File: src/rtl/perf_readout_sequencer.sv
// Sequences one performance-monitor measurement: clear the counters, wait for the window
// to close, then read each stream counter out as one AXI-Stream beat.
module perf_readout_sequencer #(
  parameter int          NUM_STREAMS    = 2,
  parameter int          SETTLE_CYCLES  = 2,
  parameter logic [31:0] TIMEOUT_CYCLES = 32'h0010_0000
) (
  input  logic        aclk,
  input  logic        resetn,
  input  logic        start,
  output logic        busy,
  output logic        done,
  output logic        timeout,
  output logic [31:0] command,
  input  logic        ready_to_read,
  input  logic [31:0] counter_value,
  output logic        M_AXIS_TVALID,
  output logic [63:0] M_AXIS_TDATA,
  output logic        M_AXIS_TLAST,
  input  logic        M_AXIS_TREADY
);

  typedef enum logic [2:0] {
    S_IDLE,
    S_CLEAR,
    S_WAIT,
    S_SELECT,
    S_CAPTURE,
    S_SEND,
    S_FINISH
  } state_t;

  localparam logic [4:0]  LAST_INDEX  = 5'(NUM_STREAMS - 1);
  localparam logic [3:0]  SETTLE_LAST = 4'(SETTLE_CYCLES - 1);
  localparam logic [31:0] WAIT_LAST   = TIMEOUT_CYCLES - 32'd1;
  localparam logic [31:0] CLEAR_WORD  = 32'h0000_0040;

  state_t      state;
  logic [4:0]  index;
  logic [31:0] wait_count;
  logic [3:0]  settle_count;
  logic        clear_count;

  function automatic logic [31:0] address_word(input logic [4:0] addr);
    return {26'd0, addr, 1'b0};
  endfunction

  // The read address is driven from SELECT onwards and only changes on a handshake,
  // so the monitor output has settled by the time CAPTURE samples it.
  always_ff @(posedge aclk) begin
    if (!resetn) begin
      state         <= S_IDLE;
      busy          <= 1'b0;
      done          <= 1'b0;
      timeout       <= 1'b0;
      command       <= '0;
      M_AXIS_TVALID <= 1'b0;
      M_AXIS_TDATA  <= '0;
      M_AXIS_TLAST  <= 1'b0;
      index         <= '0;
      wait_count    <= '0;
      settle_count  <= '0;
      clear_count   <= 1'b0;
    end else begin
      done <= 1'b0;
      case (state)
        S_IDLE: begin
          if (start) begin
            state       <= S_CLEAR;
            busy        <= 1'b1;
            timeout     <= 1'b0;
            index       <= '0;
            clear_count <= 1'b0;
            command     <= CLEAR_WORD;
          end
        end
        S_CLEAR: begin
          if (clear_count) begin
            state      <= S_WAIT;
            command    <= '0;
            wait_count <= '0;
          end else begin
            clear_count <= 1'b1;
          end
        end
        S_WAIT: begin
          // ready_to_read is tested first so it wins over a simultaneous timeout
          if (ready_to_read) begin
            state        <= S_SELECT;
            command      <= address_word(index);
            settle_count <= '0;
          end else if (wait_count == WAIT_LAST) begin
            state   <= S_FINISH;
            timeout <= 1'b1;
            done    <= 1'b1;
          end else begin
            wait_count <= wait_count + 32'd1;
          end
        end
        S_SELECT: begin
          if (settle_count == SETTLE_LAST) begin
            state <= S_CAPTURE;
          end else begin
            settle_count <= settle_count + 4'd1;
          end
        end
        S_CAPTURE: begin
          state         <= S_SEND;
          M_AXIS_TVALID <= 1'b1;
          M_AXIS_TDATA  <= {27'd0, index, counter_value};
          M_AXIS_TLAST  <= (index == LAST_INDEX);
        end
        S_SEND: begin
          if (M_AXIS_TREADY) begin
            M_AXIS_TVALID <= 1'b0;
            if (index == LAST_INDEX) begin
              state   <= S_FINISH;
              command <= '0;
              done    <= 1'b1;
            end else begin
              state        <= S_SELECT;
              index        <= index + 5'd1;
              command      <= address_word(index + 5'd1);
              settle_count <= '0;
            end
          end
        end
        S_FINISH: begin
          state <= S_IDLE;
          busy  <= 1'b0;
        end
        default: state <= S_IDLE;
      endcase
    end
  end

endmodule
File: config.mk
export PLATFORM = sky130hd
export DESIGN_NAME = perf_readout_sequencer
export DESIGN_NICKNAME = d
export VERILOG_FILES = /design/src/rtl/perf_readout_sequencer.sv
export SDC_FILE = /design/constraint.sdc
export NUM_CORES = 1
export LEC_CHECK = 0
export BUFFER_PORTS_ARGS = -buffer_cell sky130_fd_sc_hd__buf_2
export CAP_MARGIN = 20
export CORE_ASPECT_RATIO = 1.1
export CORE_MARGIN = 2
export CORE_UTILIZATION = 42
export CTS_CLUSTER_DIAMETER = 120
export DETAILED_ROUTE_END_ITERATION = 10
export MAX_ROUTING_LAYER = met4
export PLACE_DENSITY_LB_ADDON = 0.25
export SYNTH_ARGS = -nofsm -noshare
export SYNTH_HDL_FRONTEND = slang
export SYNTH_SLANG_ARGS = --single-unit
File: constraint.sdc
create_clock -name aclk -period 2.1 [get_ports aclk]
set_clock_uncertainty 0.2 [all_clocks]
set_input_delay 0 -clock aclk [delete_from_list [all_inputs] [get_ports aclk]]
set_output_delay 0 -clock aclk [all_outputs]
set_load 0.01 [all_outputs]
==> flow_results.org <==
** Die
- Initial Utilization :: 43.2%
- Die area :: 11500 um^2
- Area of the core :: 10400 um^2
- DIE HEIGHT :: 112 um
- Measured along the x axis, the die boundary spans 103 um.
- Standard-cell rows :: 39
- I/O pin count :: 138

** Power and ir drop
- Share of power burned in registers :: 43.1%
- The analysis attributes to net switching a power of 1.06 mW.
- Relative contribution of combinational cells to total power :: 13.7%
- In this run the power density over the cells is 692 nW/um^2.
- Share of total power in the clock network :: 43.2%
- For this design the static power due to leakage is 2.67 nW.
- Of the total power, the share spent switching nets is 24.7%.
- Internal Power :: 3.25 mW
- The worst-case IR drop observed on VDD is 0.424 mV.
- The design draws 4.31 mW.

** Routing
- For this block, the via count after detailed routing is 4235.
- Via density :: 4.85
- ANT nets after route :: 0
- Routed len/inst :: 12.7 um
- Final wirelength :: 11100 um
- For this run, design rule violations remaining after detail routing come to 0.
- Number of optimization iterations in the first detailed-route pass :: 4
- The detailed router finished its first iteration with 150 violations.

** Worst setup path
- Data arrives at the worst endpoint at 2110 ps.
- Maximum single-stage delay on the critical path :: 340 ps
- The critical path ends at state[0].
- The most critical setup path has its startpoint at wait_count[26].
- On the critical path, the stage with the largest delay is an instance of sky130_fd_sc_hd__dfxtp_2.
- R2R setup slack :: 20 ps
- Among cell families on the critical path, the largest total delay comes from simple AND/OR/NAND/NOR gates.
- Measured in cells, the most critical reg-to-reg path has a length of 6.
- The critical path in this run is classified as register to register.
- For the worst setup path, the data required time is 2130 ps.
- The signal on the critical path passes through nor4_4, nand4_1, o21a_2, nor3_1, o221ai_1, o211a_1.
- STA classifies the critical path endpoint as a register.
- End of the worst register-to-register path :: state[0]
- The worst setup path is launched from a register.
- Of all nets on the critical path, the largest fanout is 5.
- The number of buffers and inverters on the critical path is 0.
- Startpoint of the most critical register-to-register path :: wait_count[26]
- Cell count along the critical path :: 6

** Place
- The congestion estimate from routability-driven global placement came to 0.817.
- Input/output buffers :: 84
- Estimated wirelength of the detail-placed design :: 7460 um
- Once placement finished, the instance area stood at 5330 um^2.

** Synth
- Top cell type by total area after synthesis :: sky130_fd_sc_hd__dfxtp_1
- Warnings, synthesis :: 0
- Gate Count Post-Synth :: 556
- Cell area after technology mapping :: 4490 um^2
- The most used flip-flop cell after synthesis is sky130_fd_sc_hd__dfxtp_1.
- Mean instance size in the synthesized netlist :: 8.08 um^2
- By area the synthesized netlist is led by sky130_fd_sc_hd__dfxtp_1 (41%), sky130_fd_sc_hd__buf_4 (8.9%), sky130_fd_sc_hd__nand2_1 (8.4%).
- Portion of synthesized cell area occupied by the leading cell type :: 41.4%
- In the synthesized netlist the async set-or-reset flop fraction comes to 0%.
- Synth cell types :: 53
- Count of state elements after synthesis :: 93
- For this run, the register share of the synthesized area comes to 41.4%.
- Post-synth EDFFs :: 0

** Finish
- Of the cells placed in the final design, the portion with a size suffix greater than 1 is 28.3%.
- The finished cells cover 6230 um^2.
- The repair_antennas step left the layout with diodes totalling 0.
- Compared with the post-synthesis result, the final layout area differs by 38.7%.
- After the last flow step, the layout net total stands at 768.
- For this run, the share of the core covered by cells in the final layout is 60.0%.
- Counting the fill cells in the layout gives 925.

** Global routing
- Pin count of the biggest net entering global routing :: 40
- The initial antenna violation count was 0.
- Tot GR Track Use :: 19.1%
- The via count of the first global-routing pass is 3902.
- Global-route wire length before repair :: 17400 um
- Global routing finished with a remaining overflow of 0.

** STA
- Maximum operating frequency :: 482 MHz
- For the finished layout, the period the worst path requires is 2080 ps.
- # setup viols final :: 0
- Hold Slack :: 244 ps
- Final hold viol count :: 0
- Post-route setup TNS :: 0 ps
- Fin crit share :: 98.8%
- Setup repair after global routing could not meet its margin everywhere.
- The number of slew-limit violations in the final report was 0.

** Clock network
- Max H-tree Level :: 3
- Number of buffers added by the clock tree synthesis step :: 9
- Clk buf depth :: 2
- Clock Tree Root :: sky130_fd_sc_hd__clkbuf_16
- Clock transition time at the flip-flop clock pins of the worst setup and hold paths :: 70 ps
- TritonCTS clock tree :: done
- Clock latency of the later-clocked register in the worst-skew pair :: 340 ps
- The clock net in this run drives a total of 93 sinks.

** Run
- Max capacitance violation total :: 0

** Min path
- The worst hold path belongs to the class primary input to register.

** Run status
- Status :: finished clean
## cell usage after synthesis (2+ instances only)
cell                        number
sky130_fd_sc_hd__nand3b_1        4
sky130_fd_sc_hd__nor3b_1         2
sky130_fd_sc_hd__nand2_1       101
sky130_fd_sc_hd__nand3_1         9
sky130_fd_sc_hd__buf_1           3
sky130_fd_sc_hd__ha_1            5
sky130_fd_sc_hd__o21bai_1        2
sky130_fd_sc_hd__o221ai_1        2
sky130_fd_sc_hd__a21oi_1        63
sky130_fd_sc_hd__o21ai_0        24
sky130_fd_sc_hd__or3_1          12
sky130_fd_sc_hd__clkbuf_1       20
sky130_fd_sc_hd__inv_1           3
sky130_fd_sc_hd__buf_4          53
sky130_fd_sc_hd__o211ai_1        3
sky130_fd_sc_hd__and4_1          6
sky130_fd_sc_hd__o211a_1         4
sky130_fd_sc_hd__xnor2_1         6
sky130_fd_sc_hd__nor2_1         46
sky130_fd_sc_hd__dfxtp_1        93
sky130_fd_sc_hd__and3_1          9
sky130_fd_sc_hd__a31oi_1         6
sky130_fd_sc_hd__nor4_1          5
sky130_fd_sc_hd__and2_1          4
sky130_fd_sc_hd__o2111ai_1       3
sky130_fd_sc_hd__nor3_1          4
sky130_fd_sc_hd__o21a_1          3
sky130_fd_sc_hd__nor2b_1         5
sky130_fd_sc_hd__buf_2           5
sky130_fd_sc_hd__nand4_1         7
sky130_fd_sc_hd__xor2_1         19
sky130_fd_sc_hd__nand2b_1        4
## through the flow
step                      cells  setup WS (ps)
after global routing        874           -165
after detailed placement    819          -86.2
after global placement      819          -74.4
final                       874           24.5
after CTS                   872          0.940
after floorplan             608           19.4
## cells in the final DEF, fill, tap and decap left out, drive strengths merged, types with 5 or more instances in the layout
cell	count
a31oi	6
nor2	47
dlygate4sd3	36
buf	153
nor4	5
ha	5
or3	12
and4	6
clkbuf	9
dfxtp	93
xor2	19
o211a	5
conb	53
nand2	101
nor2b	5
a21oi	63
o21ai	24
nand4	8
xnor2	6
nand3	9
and3	9
## routing by layer
metal  share of wire [%]  up-vias  track usage (%)  wire, um
met5                   0        -                -         0
met4                 1.6        0             7.56       173
met3                 5.2       16             3.11       575
met2                  50      111             33.6      5610
met1                  43     1974             21.2      4750
li1                    -     2134                -         -
## registers in the layout, indices dropped and copies added, names as in the netlist
signal         count
command            6
timeout            1
done               1
M_AXIS_TVALID      1
settle_count       4
wait_count        32
state              3
M_AXIS_TLAST       1
busy               1
M_AXIS_TDATA      37
index              5
clear_count        1
## worst register-to-register path, cell delays in order, from the launching register on
cell                       delay, ps
sky130_fd_sc_hd__dfxtp_2         340
sky130_fd_sc_hd__nor4_4          280
sky130_fd_sc_hd__nand4_1         250
sky130_fd_sc_hd__o21a_2          320
sky130_fd_sc_hd__nor3_1          260
sky130_fd_sc_hd__o221ai_1        170
sky130_fd_sc_hd__o211a_1         160
## how the worst min path moves through the flow
| stage | startpoint | endpoint | slack, ps | cells past startpoint |
|---|---|---|---|---|
| 3_3_place_gp | counter_value[1] | M_AXIS_TDATA[1] | 40 | 3 |
| 3_5_place_dp | counter_value[14] | M_AXIS_TDATA[14] | 50 | 3 |
| 6_report | counter_value[10] | M_AXIS_TDATA[10] | 240 | 4 |
| 5_1_grt | counter_value[31] | M_AXIS_TDATA[31] | 260 | 4 |
| 2_1_floorplan | counter_value[0] | M_AXIS_TDATA[0] | -60 | 2 |
| 4_1_cts | counter_value[14] | M_AXIS_TDATA[14] | 230 | 4 |
## power groups by stage
| stage | Clock [mW] | Combinational, mW | Sequential (mW) |
|---|---|---|---|
| final | 1.86 | 0.592 | 1.86 |
| after global routing | 1.98 | 0.651 | 1.86 |
| after CTS | 1.90 | 0.573 | 1.85 |
| after detailed placement | 0 | 0.518 | 1.89 |
| after global placement | 0 | 0.517 | 1.89 |
| after floorplan | 0 | 0.365 | 1.91 |
## final cells by class
cell class / count / area (um^2) / area share, %
Tap cell: 143 / 179 / 2.87
Timing Repair Buffer: 189 / 1350 / 21.7
Multi-Input combinational cell: 429 / 2460 / 39.5
Inverter: 4 / 15.0 / 0.241
Clock buffer: 9 / 225 / 3.61
Clock inverter: 7 / 121 / 1.95
Sequential cell: 93 / 1880 / 30.1
## cell families after synthesis
group / count (synthesis) / synth area share (%)
fa+ha+maj: 5 / 1.39
compound gates: 119 / 15.8
simple gates: 226 / 24.3
xor+xnor: 25 / 4.87
other cells: 1 / 0.0835
buf+inv: 86 / 11.9
mux: 1 / 0.223
flops: 93 / 41.4
## what timing repair did
action | 4_1_cts | 5_1_grt
endpoints found under the setup margin | 15 | 41
gates cloned | 0 | 0
setup buffers | 1 | 3
resized for setup | 7 | 36
endpoints found under the hold margin | 43 | 0
hold buffers | 36 | 0
pin swaps | 4 | 16
Power figures use the tool's default switching activity.
